===== config.mk =====
export PLATFORM = sky130hd
export DESIGN_NAME = store_unload
export DESIGN_NICKNAME = d
export VERILOG_FILES = /design/src/rtl/store_unload.sv
export SDC_FILE = /design/constraint.sdc
export NUM_CORES = 1
export LEC_CHECK = 0
export CORE_MARGIN = 5
export CORE_UTILIZATION = 35
export CTS_BUF_LIST = sky130_fd_sc_hd__clkbuf_8
export DETAILED_ROUTE_END_ITERATION = 16
export GPL_ROUTABILITY_DRIVEN = 0
export SLEW_MARGIN = 25
export SYNTH_ARGS = -nofsm -noshare
export SYNTH_HDL_FRONTEND = slang
export SYNTH_SLANG_ARGS = --single-unit

===== constraint.sdc =====
create_clock -name clk -period 2.6 [get_ports clk]
set_clock_uncertainty 0.05 [all_clocks]
set_input_delay 0.65 -clock clk [delete_from_list [all_inputs] [get_ports clk]]
set_output_delay 0.65 -clock clk [all_outputs]
set_load 0.01 [all_outputs]

===== src/rtl/store_unload.sv =====
// rtl/store_unload.sv - drain-side unload controller for the load/store level path
// Optional burst beats (STEP=BURST) are compiled in with `define STORE_UNLOAD_BURST_EN.
module store_unload #(
   parameter int N     = 50000,
   parameter int CBITS = 16,
   parameter int BURST = 16
) (
   input  logic             clk,
   input  logic             rst,
   input  logic             full_in,
   output logic             take_valid,
   input  logic             take_ready,
   output logic [CBITS-1:0] take_count,
   output logic [CBITS-1:0] level,
   output logic             busy,
   output logic             done,
   output logic [7:0]       overrun
);

   localparam logic [CBITS-1:0] N_C = CBITS'(N);
`ifdef STORE_UNLOAD_BURST_EN
   localparam logic [CBITS-1:0] STEP_C = CBITS'(BURST);
`else
   localparam logic [CBITS-1:0] STEP_C = CBITS'(1);
`endif

   generate
      if (N < 1 || N >= (1 << CBITS) || BURST < 1 || BURST > N) begin : g_bad_params
         $error("store_unload: parameters out of range");
      end
   endgenerate

   typedef enum logic [1:0] {
      S_IDLE  = 2'd0,
      S_DRAIN = 2'd1,
      S_DONE  = 2'd2
   } state_t;

   state_t           state_q, state_d;
   logic             full_prev_q;
   logic [CBITS-1:0] level_q, level_d;
   logic             take_valid_q, take_valid_d;
   logic [CBITS-1:0] take_count_q, take_count_d;
   logic             busy_q, busy_d;
   logic             done_q, done_d;
   logic [7:0]       overrun_q, overrun_d;

   logic             full_ev;
   logic [CBITS-1:0] level_sub;

   function automatic logic [CBITS-1:0] beat_size(input logic [CBITS-1:0] remaining);
      return (remaining < STEP_C) ? remaining : STEP_C;
   endfunction

   assign full_ev   = full_in & ~full_prev_q;
   // take_count never exceeds level, so this cannot wrap
   assign level_sub = level_q - take_count_q;

   always_comb begin
      state_d      = state_q;
      level_d      = level_q;
      take_valid_d = take_valid_q;
      take_count_d = take_count_q;
      busy_d       = busy_q;
      done_d       = 1'b0;
      overrun_d    = overrun_q;

      if (state_q != S_IDLE && full_ev && overrun_q != 8'hFF) begin
         overrun_d = overrun_q + 8'd1;
      end

      case (state_q)
         S_IDLE: begin
            level_d      = '0;
            take_valid_d = 1'b0;
            take_count_d = '0;
            busy_d       = 1'b0;
            if (full_ev) begin
               state_d      = S_DRAIN;
               level_d      = N_C;
               take_valid_d = 1'b1;
               take_count_d = beat_size(N_C);
               busy_d       = 1'b1;
            end
         end
         S_DRAIN: begin
            if (take_valid_q && take_ready) begin
               level_d = level_sub;
               if (level_sub == '0) begin
                  state_d      = S_DONE;
                  take_valid_d = 1'b0;
                  take_count_d = '0;
                  done_d       = 1'b1;
               end else begin
                  take_count_d = beat_size(level_sub);
               end
            end
         end
         S_DONE: begin
            state_d      = S_IDLE;
            take_valid_d = 1'b0;
            take_count_d = '0;
            busy_d       = 1'b0;
         end
         default: begin
            state_d      = S_IDLE;
            level_d      = '0;
            take_valid_d = 1'b0;
            take_count_d = '0;
            busy_d       = 1'b0;
         end
      endcase
   end

   always_ff @(posedge clk or negedge rst) begin
      if (!rst) begin
         state_q      <= S_IDLE;
         full_prev_q  <= 1'b0;
         level_q      <= '0;
         take_valid_q <= 1'b0;
         take_count_q <= '0;
         busy_q       <= 1'b0;
         done_q       <= 1'b0;
         overrun_q    <= '0;
      end else begin
         state_q      <= state_d;
         full_prev_q  <= full_in;
         level_q      <= level_d;
         take_valid_q <= take_valid_d;
         take_count_q <= take_count_d;
         busy_q       <= busy_d;
         done_q       <= done_d;
         overrun_q    <= overrun_d;
      end
   end

   assign take_valid = take_valid_q;
   assign take_count = take_count_q;
   assign level      = level_q;
   assign busy       = busy_q;
   assign done       = done_q;
   assign overrun    = overrun_q;

endmodule


======== Word level (Yosys, flattened, before mapping) ========
Index checks and enable logic that the tools add are counted.
cells by class
  add/subtract/negate cells ............... 2
  order comparisons ....................... 1
  equal/unequal tests ..................... 6
  muxes and demuxes ....................... 20
  bitwise operators ....................... 3
  reductions and logical operators ........ 9
operators with widths
  operator                                              count
  2-to-1 mux 16 bit                                     5
  one-hot mux 16 bit (3 select lines)                   1
  one-hot mux 16 bit (2 select lines)                   1
  logical NOT 16 bit                                    1
  < comparator 16 x 1 -> 1 bit (second input constant)  1
  subtractor 16 bit                                     1
  adder 8 x 1 -> 8 bit (second input constant)          1
  != test 8 bit (second input constant)                 1
  2-to-1 mux 1 bit                                      7
  2-to-1 mux 2 bit                                      3
  != test 2 bit (second input constant)                 3
  one-hot mux 1 bit (2 select lines)                    2
  one-hot mux 2 bit (2 select lines)                    1
  AND reduction 2 bit                                   2
  logical AND 1 bit                                     3
  AND reduction 3 bit                                   1
  == test 2 x 1 -> 1 bit (second input constant)        1
  == test 2 bit (second input constant)                 1
  logical NOT 2 bit                                     1
  NOT 1 bit                                             2
  nonzero test 2 bit                                    1
  bitwise AND 1 bit                                     1
storage, ports and cells
  register bits ........................... 46
  bits of input ports ..................... 4
  output and inout bits ................... 43
  word-level logic and storage cells ...... 49

======== Depth between registers and ports, before layout ========
  depth after elaboration ................. 6
  mapped depth ............................ 11
  gate-level depth less buffers ........... 11

======== Least setup slack after synthesis ========
No wires, ideal clock.
  path kind ............................... register to register
  start ................................... reg take_count_q[4] (netlist: take_count[4])
  end ..................................... reg take_count_q[0] (netlist: take_count[0])
  library setup time ...................... 0.137 ns
  arrival ................................. 2.551 ns
  data required time ...................... 2.413 ns
  path slack .............................. -0.139 ns
  cell stages (with the launch flop) ...... 11
  path buffers ............................ 0
  period minus slack after synthesis ...... 2.739 ns
  cell sequence ........................... dfrtp_1 -> inv_1 -> ha_1 -> a21o_2 -> nand2b_1 -> o21ai_0 -> or3b_2 -> xnor2_1 -> nand4b_1 -> nor4b_1 -> nor3_1
on the way
  word-level cells in the longest chain between the ends .. 6
  elaborated cells between the ends (all ways) .. 7
  classes of those cells .................. 1 x add/sub; 1 x order compare; 4 x mux; 1 x reduce/logical
ends and longest elaborated chain
  element                                  RTL line  text
  from (decl)                              43        logic [CBITS-1:0] take_count_q, take_count_d;
  from (signal assigned)                   130       take_count_q <= take_count_d;
  subtractor 16 bit (*)                    57        assign level_sub = level_q - take_count_q;
  < comparator 16 x 1 -> 1 bit             52        return (remaining < STEP_C) ? remaining : STEP_C;
  2-to-1 mux 16 bit                        52
  2-to-1 mux 16 bit (*)                    89        if (level_sub == '0) begin
  2-to-1 mux 16 bit (*)                    87        if (take_valid_q && take_ready) begin
  one-hot mux 16 bit (2 select lines) (*)  72        case (state_q)
Every way passes the cells marked *; elsewhere a longest branch is shown, timed or not. The select of a mux whose other input is x is not followed.
A chain may end at the register's enable or synchronous reset.

======== Worst setup path after layout ========
  start ................................... reg take_count_q[0] (netlist: take_count[0])
  end ..................................... reg done_q (netlist: done)
on the way
  word-level cells in the longest chain between the ends .. 5
ends and longest elaborated chain
  element               RTL line  text
  subtractor 16 bit     57
  logical NOT 16 bit    89
  2-to-1 mux 1 bit      89
  2-to-1 mux 1 bit      87
  2-to-1 mux 1 bit      72
  named net done_d      45        logic done_q, done_d;
  to (signal assigned)  132       done_q <= done_d;
  to (decl)             45
The timed path passes the listed nets, and every way through them passes these cells.

==> reports/results.ini <==
[synth]
netlist_area_mm2 = 0.00265
yosys.area_share.simple = 0.204
avgSynthCellArea_um2 = 9.21
synth_nets = 309
synth_edf_count = 0
syn_inst = 288
synthMuxAreaShare = 0.0118
synthFlopType = dfrtp_1
yosys.cell_types.count = 47
yosys.area_share.adder = 0.0830
synth_seq_cells = 46
yosysSeqAreaShare = 0.434
synth_xor_area_frac = 0.0594
synth_top_family_by_area = simple AND/OR/NAND/NOR gates
ys_warn_count = 0
synth_compound_area_frac = 0.164
async_flop_share = 1.00

[floorplan]
design.portCount = 47
rows = 31
start_util = 0.362
die_x_um = 97.1
die_height_um = 97.1
dieArea_mm2 = 0.00942
coreArea_mm2 = 0.00733

[setup_path]
crit-reg2reg-capture = done
critPathTopFamily = simple AND/OR/NAND/NOR gates
cp_slowest_cell = or4_1
cp.required_ns = 2.75
crit_fanout = 2
crit_chain = ha_2, fa_2, buf_6, xor2_2, o2111ai_2, or4_1, nor4_2, nand4b_1, nor4_2
crit_path_end_kind = flip-flop
cpMostUsedCell = nor4_2
worst-path-buf-inv = 1
r2r-start = take_count[0]
setup.worst_path.start_class = flip-flop
r2r_cells = 9
criticalPathCategory = reg -> reg
arrival_ns = 2.94
max_stage_delay_ns = 0.55
ff2ff_setup_slack_ns = -0.19

[timing]
slew_viol_final = 0
setup-violations-final = 6
hold_viol_final = 0
fin_crit_sh = 1.07
relSlewSlack = 0.594
rsz0062_at_grt = yes
tns_ns = -0.788
max_slew.worst_pin.slew_ns = 0.609
fin_ws_ns = -0.193
fmax_mhz = 358
min_period_ns = 2.79

[drt]
viasPerCell = 5.00
drt_wl_total_um = 7600
first_pass_iters = 4
wl_per_cell_um = 15.1
drc = 0
num_vias = 2522
drtIter0Drc = 90
postRouteAntennaNets = 0

[cells_and_area]
finish.utilization = 0.551
area.growth.synth_to_final_pct = 52.3
n_fill_cell = 659
fin_area_mm2 = 0.00404
drive_gt1_frac = 0.281
nets = 425
antenna_cells = 0

[cts]
cts_inserted_buffers = 5
clkSinkCount = 46
cts_tree = done
cts_htree_levels = 2
postCtsHoldBufs = 0
worstSkewPairLatency_ns = 0.31
cts_buffer_depth = 2
clk_pin_slew_ns = 0.09
ctsRootBufferMaster = clkbuf_8

[global_route]
grt_first_pass_wirelength_um = 13100
grtUsageTotal = 0.166
antenna_found_initial = 0
grt_max_degree = 47
grt_pass1_vias = 2763
gr-total-overflow = 0

[pwr]
ir_drop_v = 0.000498
powerDensity_mw_per_mm2 = 1290
leakage_uw = 0.00179

[placed_design]
postPlaceCellArea_mm2 = 0.00377
dp_hpwl_um = 5660
pre_cts_ws_ns = -0.345
portBuffers = 46

[run]
drv_cap = 0

[outcome]
status = finished, violations left
violations = negative setup slack

[min_path]
min_path_type = in -> async

-- worst max-delay path by stage --
stage | slack [ns] | startpoint | end | cells past startpoint
floorplan | 0.01 | take_count[9] | take_count[0] | 11
global placement | -0.21 | take_count[0] | done | 9
detailed placement | -0.34 | take_count[0] | done | 9
CTS | -0.18 | take_count[0] | done | 9
global route | -0.32 | level[0] | done | 10
finish | -0.19 | take_count[0] | done | 9
-- report_power, final --
group          internal (uW)  switching (uW)  total, uW
logic                   1900            1770       3670
clock network            283             259        542
registers                870             130       1000
total                   3050            2160       5210
-- metal layers --
layer  global-route usage  wire (um)  vias up
li1                     -          -     1244
met3               0.0337        264        9
met2                0.282       3770       54
met1                0.214       3470     1215
met5                    0          0        -
met4               0.0454        104        0
-- registers in the layout (all words and copies together) (netlist names) --
name	count
overrun	8
take_valid	1
level	16
busy	1
take_count	16
full_prev_q	1
done	1
state_q	2
-- area by class of cell --
type | count | area (um2) | area share
clock buffer | 5 | 68.8 | 0.0170
inverter | 22 | 82.6 | 0.0204
multi-input combinational | 211 | 1560 | 0.386
tap | 99 | 124 | 0.0307
clock inverter | 3 | 41.3 | 0.0102
timing repair buffer | 118 | 1010 | 0.251
sequential | 46 | 1150 | 0.285
-- synthesized netlist by cell type (3+ instances only) --
cell | n | area share
a22o_1 | 4 | 0.013
nor3_1 | 4 | 0.0075
ha_1 | 16 | 0.075
nand4b_1 | 3 | 0.0099
clkbuf_1 | 8 | 0.011
nand3_1 | 5 | 0.0094
a21oi_1 | 20 | 0.038
o21a_1 | 6 | 0.017
xnor2_1 | 11 | 0.036
nor2b_1 | 3 | 0.0071
xor2_1 | 7 | 0.023
nand4_1 | 7 | 0.017
nor4_1 | 5 | 0.012
nand2b_1 | 8 | 0.019
nor2_1 | 31 | 0.044
dfrtp_1 | 46 | 0.43
o21ai_0 | 19 | 0.036
inv_1 | 22 | 0.031
nand2_1 | 23 | 0.033
-- logic make-up after synthesis --
| group | Yosys count |
|---|---|
| mux | 3 |
| compound gates | 68 |
| xor+xnor | 18 |
| fa+ha+maj | 17 |
| simple gates | 105 |
| buf+inv | 31 |
| flops | 46 |
-- stage by stage --
stage | std cells | hold WS (ns) | total power, uW
after floorplan | 288 | 0.304 | 2760
after global placement | 492 | 0.422 | 4280
after detailed placement | 492 | 0.421 | 4310
after CTS | 503 | 0.401 | 5060
after global routing | 504 | 0.426 | 5600
final | 504 | 0.381 | 5210
-- timing repair --
item	4_1_cts	5_1_grt
setup buffers	3	1
gates resized for setup	14	10
setup endpoints to repair	6	6
pin swaps	10	8
-- worst register-to-register path: stages (launching register included) --
cell	delay, ns
dfrtp_1	0.39
ha_2	0.20
fa_2	0.38
buf_6	0.14
xor2_2	0.17
o2111ai_2	0.12
or4_1	0.55
nor4_2	0.30
nand4b_1	0.19
nor4_2	0.19
-- cell usage in the layout (no fill, tap or decap), types with 2 or more instances in the layout --
cell type,instances
ha_1,12
buf_4,70
nor3_1,4
a22o_1,4
nor4_2,4
or3_2,2
inv_1,23
clkbuf_8,5
dfrtp_1,46
clkdlybuf4s50_1,45
nand4b_1,3
o21a_1,6
a21oi_1,19
ha_4,3
o21ai_0,16
o31ai_1,2
xor2_1,6
and2_1,2
and3_1,2
nor2_1,29
xnor2_1,9
nand2b_1,8
and4_1,2
or4_1,2
nand2_1,23
nor2_2,3
nor2b_1,2
xnor2_2,2
nor4b_2,2
o21ai_1,5
nand4_1,7
nand3_1,4
Power figures use the tool's default switching activity.
